**src/rtl/vm_change_ctrl_pkg.sv**
```systemverilog
// Shared types and coin constants for the vending-machine change path.
// Used by vm_change_ctrl, its coin picker and the hopper-facing interface.
package vm_change_ctrl_pkg;

  typedef enum logic [1:0] {
    NONE    = 2'b00,
    NICKEL  = 2'b01,
    DIME    = 2'b10,
    QUARTER = 2'b11
  } coin_e;

  localparam int unsigned VAL_NICKEL  = 5;
  localparam int unsigned VAL_DIME    = 10;
  localparam int unsigned VAL_QUARTER = 25;

  typedef enum logic [2:0] {
    ST_IDLE   = 3'd0,
    ST_CHECK  = 3'd1,
    ST_SELECT = 3'd2,
    ST_EJECT  = 3'd3,
    ST_DONE   = 3'd4,
    ST_FAULT  = 3'd5
  } chg_state_e;

  function automatic logic [4:0] coin_value(input coin_e c);
    case (c)
      NICKEL:  coin_value = 5'(VAL_NICKEL);
      DIME:    coin_value = 5'(VAL_DIME);
      QUARTER: coin_value = 5'(VAL_QUARTER);
      default: coin_value = 5'd0;
    endcase
  endfunction

endpackage

```
**src/rtl/vm_change_ctrl_if.sv**
```systemverilog
// Coin eject handshake between the change sequencer (master) and the hopper (slave).
interface vm_change_ctrl_if;
  logic                      eject_valid;
  vm_change_ctrl_pkg::coin_e eject_coin;
  logic                      eject_ack;

  modport master (output eject_valid, output eject_coin, input eject_ack);
  modport slave  (input eject_valid, input eject_coin, output eject_ack);
endinterface

```
**src/rtl/vm_change_ctrl_coin_pick.sv**
```systemverilog
// Greedy coin chooser: largest coin whose value fits the remainder and whose tube is non-empty.
module vm_coin_pick
  import vm_change_ctrl_pkg::*;
#(
  parameter int AMT_W = 16,
  parameter int CNT_W = 8
) (
  input  logic [AMT_W-1:0] rem_i,
  input  logic [CNT_W-1:0] cnt_q_i,
  input  logic [CNT_W-1:0] cnt_d_i,
  input  logic [CNT_W-1:0] cnt_n_i,
  output coin_e            coin_o
);

  always_comb begin
    coin_o = NONE;
    if (rem_i >= AMT_W'(VAL_QUARTER) && cnt_q_i != {CNT_W{1'b0}}) begin
      coin_o = QUARTER;
    end else if (rem_i >= AMT_W'(VAL_DIME) && cnt_d_i != {CNT_W{1'b0}}) begin
      coin_o = DIME;
    end else if (rem_i >= AMT_W'(VAL_NICKEL) && cnt_n_i != {CNT_W{1'b0}}) begin
      coin_o = NICKEL;
    end else begin
      coin_o = NONE;
    end
  end

endmodule

```
**src/rtl/vm_change_ctrl.sv**
```systemverilog
// Change-return sequencer: meters coins out of quarter/dime/nickel tubes and tracks inventory.
// Optional VM_EXACT_CHANGE_EN adds a greedy dry-run so change is paid in full or not at all.
module vm_change_ctrl
  import vm_change_ctrl_pkg::*;
#(
  parameter int AMT_W   = 16,
  parameter int CNT_W   = 8,
  parameter int INV_MAX = 200,
  parameter int ACK_TMO = 255
) (
  input  logic             clk_i,
  input  logic             rst_i,
  input  logic             start_i,
  input  logic [AMT_W-1:0] amount_i,
  output logic             busy_o,
  output logic             done_o,
  output logic [AMT_W-1:0] remainder_o,
  output logic             short_chg_o,
  output logic             fault_o,
  input  logic             restock_valid_i,
  input  coin_e            restock_coin_i,
  input  logic [CNT_W-1:0] restock_qty_i,
  output logic [CNT_W-1:0] inv_q_o,
  output logic [CNT_W-1:0] inv_d_o,
  output logic [CNT_W-1:0] inv_n_o,
  vm_change_ctrl_if.master ej
);

  localparam int TMO_W = $clog2(ACK_TMO + 1);

  chg_state_e       state_q;
  logic [AMT_W-1:0] rem_q, rem_out_q;
  logic [TMO_W-1:0] tmo_q;
  logic             busy_q, done_q, short_q, fault_q, ej_valid_q;
  coin_e            ej_coin_q, pick_s;
  logic [CNT_W-1:0] cnt_qtr_q, cnt_dime_q, cnt_nck_q;
  logic [CNT_W-1:0] cnt_qtr_d, cnt_dime_d, cnt_nck_d;
  logic             fire_s;

  vm_coin_pick #(.AMT_W(AMT_W), .CNT_W(CNT_W)) u_pick (
    .rem_i(rem_q), .cnt_q_i(cnt_qtr_q), .cnt_d_i(cnt_dime_q), .cnt_n_i(cnt_nck_q), .coin_o(pick_s)
  );

`ifdef VM_EXACT_CHANGE_EN
  logic [AMT_W-1:0] amount_q;
  logic [CNT_W-1:0] sh_qtr_q, sh_dime_q, sh_nck_q;
  coin_e            sh_pick_s;

  vm_coin_pick #(.AMT_W(AMT_W), .CNT_W(CNT_W)) u_pick_shadow (
    .rem_i(rem_q), .cnt_q_i(sh_qtr_q), .cnt_d_i(sh_dime_q), .cnt_n_i(sh_nck_q), .coin_o(sh_pick_s)
  );
`endif

  assign fire_s = (state_q == ST_EJECT) && ej.eject_ack;

  // Saturating tube update; a coin is only ever chosen from a non-empty tube, so dec never underflows.
  function automatic logic [CNT_W-1:0] tube_next(input logic [CNT_W-1:0] cnt, input logic add,
                                                 input logic [CNT_W-1:0] qty, input logic dec);
    logic [CNT_W+1:0] sum;
    sum = {2'b00, cnt} + (add ? {2'b00, qty} : {(CNT_W+2){1'b0}}) - {{(CNT_W+1){1'b0}}, dec};
    if (sum > (CNT_W+2)'(INV_MAX)) begin
      tube_next = CNT_W'(INV_MAX);
    end else begin
      tube_next = sum[CNT_W-1:0];
    end
  endfunction

  // Next tube counts from restock and completed ejects.
  always_comb begin
    cnt_qtr_d  = tube_next(cnt_qtr_q, restock_valid_i && restock_coin_i == QUARTER, restock_qty_i,
                           fire_s && ej_coin_q == QUARTER);
    cnt_dime_d = tube_next(cnt_dime_q, restock_valid_i && restock_coin_i == DIME, restock_qty_i,
                           fire_s && ej_coin_q == DIME);
    cnt_nck_d  = tube_next(cnt_nck_q, restock_valid_i && restock_coin_i == NICKEL, restock_qty_i,
                           fire_s && ej_coin_q == NICKEL);
  end

  // Tube inventory registers.
  always_ff @(posedge clk_i) begin
    if (rst_i) begin
      cnt_qtr_q  <= {CNT_W{1'b0}};
      cnt_dime_q <= {CNT_W{1'b0}};
      cnt_nck_q  <= {CNT_W{1'b0}};
    end else begin
      cnt_qtr_q  <= cnt_qtr_d;
      cnt_dime_q <= cnt_dime_d;
      cnt_nck_q  <= cnt_nck_d;
    end
  end

  // Change sequencing FSM with registered outputs.
  always_ff @(posedge clk_i) begin
    if (rst_i) begin
      state_q    <= ST_IDLE;
      rem_q      <= {AMT_W{1'b0}};
      rem_out_q  <= {AMT_W{1'b0}};
      tmo_q      <= {TMO_W{1'b0}};
      busy_q     <= 1'b0;
      done_q     <= 1'b0;
      short_q    <= 1'b0;
      fault_q    <= 1'b0;
      ej_valid_q <= 1'b0;
      ej_coin_q  <= NONE;
`ifdef VM_EXACT_CHANGE_EN
      amount_q   <= {AMT_W{1'b0}};
      sh_qtr_q   <= {CNT_W{1'b0}};
      sh_dime_q  <= {CNT_W{1'b0}};
      sh_nck_q   <= {CNT_W{1'b0}};
`endif
    end else begin
      done_q <= 1'b0;
      case (state_q)
        ST_IDLE: begin
          if (start_i) begin
            rem_q  <= amount_i;
            busy_q <= 1'b1;
`ifdef VM_EXACT_CHANGE_EN
            amount_q  <= amount_i;
            sh_qtr_q  <= cnt_qtr_q;
            sh_dime_q <= cnt_dime_q;
            sh_nck_q  <= cnt_nck_q;
            state_q   <= ST_CHECK;
`else
            state_q   <= ST_SELECT;
`endif
          end else begin
            state_q <= ST_IDLE;
          end
        end
        ST_CHECK: begin
`ifdef VM_EXACT_CHANGE_EN
          // Dry-run consumes rem_q; it is reloaded from amount_q before real ejects start.
          if (rem_q == {AMT_W{1'b0}}) begin
            rem_q   <= amount_q;
            state_q <= ST_SELECT;
          end else if (sh_pick_s == NONE) begin
            done_q    <= 1'b1;
            rem_out_q <= amount_q;
            short_q   <= 1'b1;
            state_q   <= ST_DONE;
          end else begin
            rem_q <= rem_q - AMT_W'(coin_value(sh_pick_s));
            case (sh_pick_s)
              QUARTER: sh_qtr_q  <= sh_qtr_q - 8'(1);
              DIME:    sh_dime_q <= sh_dime_q - 8'(1);
              NICKEL:  sh_nck_q  <= sh_nck_q - 8'(1);
              default: sh_nck_q  <= sh_nck_q;
            endcase
          end
`else
          state_q <= ST_IDLE;
`endif
        end
        ST_SELECT: begin
          if (pick_s == NONE) begin
            done_q    <= 1'b1;
            rem_out_q <= rem_q;
            short_q   <= (rem_q != {AMT_W{1'b0}});
            state_q   <= ST_DONE;
          end else begin
            ej_valid_q <= 1'b1;
            ej_coin_q  <= pick_s;
            tmo_q      <= {TMO_W{1'b0}};
            state_q    <= ST_EJECT;
          end
        end
        ST_EJECT: begin
          if (ej.eject_ack) begin
            ej_valid_q <= 1'b0;
            rem_q      <= rem_q - AMT_W'(coin_value(ej_coin_q));
            state_q    <= ST_SELECT;
          end else if (tmo_q == TMO_W'(ACK_TMO - 1)) begin
            ej_valid_q <= 1'b0;
            fault_q    <= 1'b1;
            state_q    <= ST_FAULT;
          end else begin
            tmo_q <= tmo_q + TMO_W'(1);
          end
        end
        ST_DONE: begin
          busy_q  <= 1'b0;
          state_q <= ST_IDLE;
        end
        ST_FAULT: state_q <= ST_FAULT;
        default:  state_q <= ST_IDLE;
      endcase
    end
  end

  assign busy_o         = busy_q;
  assign done_o         = done_q;
  assign remainder_o    = rem_out_q;
  assign short_chg_o    = short_q;
  assign fault_o        = fault_q;
  assign ej.eject_valid = ej_valid_q;
  assign ej.eject_coin  = ej_coin_q;
  assign inv_q_o        = cnt_qtr_q;
  assign inv_d_o        = cnt_dime_q;
  assign inv_n_o        = cnt_nck_q;

endmodule

```
**src/flat_wrapper.sv**
```systemverilog
// flat-port wrapper written by rule: the top's interface ports become plain ports
module vm_change_ctrl_flat import vm_change_ctrl_pkg::*;
#(
  parameter int AMT_W   = 16,
  parameter int CNT_W   = 8,
  parameter int INV_MAX = 200,
  parameter int ACK_TMO = 255
)
  (clk_i, rst_i, start_i, amount_i, busy_o, done_o, remainder_o, short_chg_o, fault_o, restock_valid_i, restock_coin_i, restock_qty_i, inv_q_o, inv_d_o, inv_n_o, ej_eject_valid, ej_eject_coin, ej_eject_ack);
  vm_change_ctrl_if ej_i ();
  input  logic clk_i;
  input  logic rst_i;
  input  logic start_i;
  input  logic [AMT_W-1:0] amount_i;
  output logic busy_o;
  output logic done_o;
  output logic [AMT_W-1:0] remainder_o;
  output logic short_chg_o;
  output logic fault_o;
  input  logic restock_valid_i;
  input  coin_e restock_coin_i;
  input  logic [CNT_W-1:0] restock_qty_i;
  output logic [CNT_W-1:0] inv_q_o;
  output logic [CNT_W-1:0] inv_d_o;
  output logic [CNT_W-1:0] inv_n_o;
  output wire logic [$bits(ej_i.eject_valid)-1:0] ej_eject_valid;
  output wire logic [$bits(ej_i.eject_coin)-1:0] ej_eject_coin;
  input wire logic [$bits(ej_i.eject_ack)-1:0] ej_eject_ack;
  assign ej_eject_valid = ej_i.eject_valid;
  assign ej_eject_coin = ej_i.eject_coin;
  assign ej_i.eject_ack = ej_eject_ack;
  vm_change_ctrl #(.AMT_W(AMT_W), .CNT_W(CNT_W), .INV_MAX(INV_MAX), .ACK_TMO(ACK_TMO)) u_core (.clk_i(clk_i), .rst_i(rst_i), .start_i(start_i), .amount_i(amount_i), .busy_o(busy_o), .done_o(done_o), .remainder_o(remainder_o), .short_chg_o(short_chg_o), .fault_o(fault_o), .restock_valid_i(restock_valid_i), .restock_coin_i(restock_coin_i), .restock_qty_i(restock_qty_i), .inv_q_o(inv_q_o), .inv_d_o(inv_d_o), .inv_n_o(inv_n_o), .ej(ej_i));
endmodule
```
**config.mk**
```make
export PLATFORM = sky130hd
export DESIGN_NAME = vm_change_ctrl_flat
export DESIGN_NICKNAME = d
export VERILOG_FILES = /design/src/rtl/vm_change_ctrl_pkg.sv /design/src/rtl/vm_change_ctrl_if.sv /design/src/rtl/vm_change_ctrl_coin_pick.sv /design/src/rtl/vm_change_ctrl.sv /design/src/flat_wrapper.sv
export SDC_FILE = /design/constraint.sdc
export NUM_CORES = 1
export LEC_CHECK = 0
export CORE_MARGIN = 10
export CORE_UTILIZATION = 50
export CTS_CLUSTER_SIZE = 12
export DETAILED_ROUTE_END_ITERATION = 10
export GPL_ROUTABILITY_DRIVEN = 1
export PLACE_DENSITY = 0.73
export SYNTH_ARGS = -nofsm -noshare
export SYNTH_HDL_FRONTEND = slang
export SYNTH_SLANG_ARGS = --single-unit
```
**constraint.sdc**
```tcl
create_clock -name clk_i -period 3.8 [get_ports clk_i]
set_input_delay 0.76 -clock clk_i [delete_from_list [all_inputs] [get_ports clk_i]]
set_output_delay 0.76 -clock clk_i [all_outputs]
set_load 0.01 [all_outputs]
```
==> out/qor.txt <==
Max Clock Freq: 277 MHz
Largest net degree at the start of global routing: 37
Final Util: 0.635
Worst-path maximum fanout: 8
Number of global-route vias before repair: 5412
Max Cap Viol: 0
Post-CTS Hold Buffers: 0
First-pass GRT wire length: 25200 µm
Unique masters post-synth: 73
Max IR drop VDD: 0.000488 V
Outcome: complete, no violations
Die X: 125 µm
Finished Layout Cells: 951
Worst Path Required: 4.08 ns
Worst path slowest cell: clkdlybuf4s50_1
Grt total ovfl: 0
Clock insertion delay at the later pin of the skew report: 0.36 ns
Synth top area share: 0.270
Tcrit/Tclk final: 0.951
Worst setup EP type: flop
Crit-path cells: clkdlybuf4s50_1 -> and3_2 -> nand2_1 -> ha_1 -> inv_1 -> fa_1 -> a211oi_1 -> buf_4 -> o21ai_1 -> a311oi_1 -> o221ai_2 -> o21a_1 -> a21oi_1
Cell Pwr Density: 672 nW/µm²
DR vias/cell: 5.81
DRC: 0
Initial Util: 0.509
Pins over their slew limit: 0
Predominant post-synthesis flop cell: dfxtp_1
Setup Total Neg Slack: 0 ns
Io pins: 78
Most numerous cell in the Yosys netlist: inv_1
Clk sinks: 74
Commonest cells post-synth: inv_1, dfxtp_1, nor2_1, nand2_1, ha_1
CP startpoint kind: input port
Worst-case clock skew: 0.0169 ns
Final Net Count: 896
Synthesized area per cell: 7.86 µm²
Synthesized Nets: 789
Mapped Cells: 699
DRT iter0 DRCs: 373
Port Buffers: 77
Via count: 5521
Total routed wirelength: 15300 µm
#FFs+latches synth: 74
Syn-to-layout area delta: 24.6%
DR WL/cell: 16.1 µm
Worst EP arrival: 3.89 ns
EDFF count, synth: 0
Post-place instance area: 6630 µm²
Root buf cell: clkbuf_8
Total Routing Usage GR: 0.189
Final min period: 3.61 ns
Slew of the pin with the lowest slew margin: 0.712 ns
Cell Area, Synth: 5500 µm²
Sequential share of the synthesized area: 0.270
Antenna Nets Post-Route: 0
Yosys warns: 0
Initial antenna violation count: 0
Die area: 15600 µm²
Number of cell rows: 38
Final Hold Viols: 0
# diodes: 0
Synth area leaders: dfxtp_1, ha_1, inv_1
Detailed-router iteration count before antenna repair: 5
Number of CTS-inserted buffers: 9
Final number of setup-violating endpoints: 0
Fraction of layout cells with a size suffix above 1: 0.106
Die Y: 125 µm
Async SR Flop Fraction: 0
Max H-tree Level: 3
Worst path max stage delay: 0.49 ns
DP Wirelength: 12000 µm
Hold crit path type: flop to flop
CTS tree: yes
Gpl congestion: 0.886
Slew HR: 0.521
Final instance area: 6850 µm²
Post-Place Cells: 935
Top cell type by total area after synthesis: dfxtp_1
Core area: 10800 µm²
Clk slew on worst S/H paths: 0.09 ns
Static Leak: 2.93 nW
Crit Path Category: input port to flop
Clock Tree Buf Depth: 2
==> worst paths after layout <==
| kind | startpoint | endpoint | slack (ns) | cells past startpoint |
|---|---|---|---|---|
| max | restock_valid_i | u_core.inv_q_o[3]$_SDFF_PP0_ | 0.19 | 13 |
| min | u_core.ej.eject_valid$_SDFFE_PP0P_ | u_core.ej.eject_valid$_SDFFE_PP0P_ | 0.47 | 2 |
| max reg2reg | u_core.state_q[1]$_SDFFE_PP0P_ | u_core.inv_n_o[1]$_SDFF_PP0_ | 0.34 | 15 |
| min reg2reg | u_core.ej.eject_valid$_SDFFE_PP0P_ | u_core.ej.eject_valid$_SDFFE_PP0P_ | 0.47 | 2 |
==> stage by stage <==
step / setup slack, ns / total power [mW] / hold WS, ns
finish: 0.186 / 4.60 / 0.473
global route: -0.00948 / 4.99 / 0.513
CTS: 0.0874 / 4.53 / 0.473
detailed placement: -0.251 / 3.92 / 0.462
global placement: -0.114 / 3.82 / 0.451
floorplan: 0.119 / 2.98 / 0.452
==> critical path, delay by kind of cell <==
family | cells | cell delay, ns
AO/OA/AOI/OAI | 6 | 1.35
AND/OR/NAND/NOR | 2 | 0.34
adder cells (fa/ha/maj) | 2 | 0.72
buffers and inverters | 3 | 0.72
==> flip-flops by register name (all words and copies together), names as in the netlist <==
register,flops
u_core.done_o,1
u_core.inv_q_o,8
u_core.state_q,3
u_core.inv_n_o,8
u_core.ej.eject_valid,1
u_core.rem_q,16
u_core.tmo_q,8
u_core.short_chg_o,1
u_core.ej.eject_coin,2
u_core.busy_o,1
u_core.inv_d_o,8
u_core.remainder_o,16
u_core.fault_o,1
==> cell type report <==
type / count / area, µm²
clock buffer: 9 / 124
clock inverter: 7 / 58.8
fill: 977 / 3940
inverter: 86 / 323
multi-input combinational: 513 / 3580
sequential: 74 / 1480
tap: 140 / 175
timing repair buffer: 122 / 1100
==> routing by layer <==
layer / part of all wire / track usage / vias up
li1: - / - / 2749
met1: 0.45 / 0.228 / 2579
met2: 0.47 / 0.324 / 175
met3: 0.071 / 0.0434 / 18
met4: 0.014 / 0.0569 / 0
met5: 0 / 0 / -
==> placed cells by master (no fill, tap or decap), drive strengths merged, types with 10 or more instances in the layout <==
master,n
nand3,20
nand4,12
mux2i,16
o21ai,39
and2,10
a211oi,18
nor4,16
clkdlybuf4s50,76
dfxtp,74
nand2,56
nor2,62
buf,46
a21oi,39
o21a,10
nor3,23
ha,55
inv,89
==> cell families after synthesis <==
| kind of cell | count (synthesis) | synth area share |
|---|---|---|
| adders and majority gates | 59 | 0.140 |
| AOI/OAI and AO/OA | 176 | 0.224 |
| buffers and inverters | 112 | 0.0847 |
| xor gates and xnor gates | 11 | 0.0175 |
| DFF | 74 | 0.270 |
| and+or+nand+nor | 251 | 0.235 |
| muxes | 16 | 0.0291 |
==> report_power, final <==
part / internal (mW) / switching (mW)
clock network: 0.246 / 0.351
registers: 0.901 / 0.133
logic: 1.31 / 1.66
==> timing repair <==
| action | 4_1_cts | 5_1_grt |
|---|---|---|
| buffers inserted | 0 | 0 |
| endpoints found under the setup margin | 0 | 9 |
| resized for setup | 0 | 8 |
No activity file was read; power rests on OpenSTA's default activity.
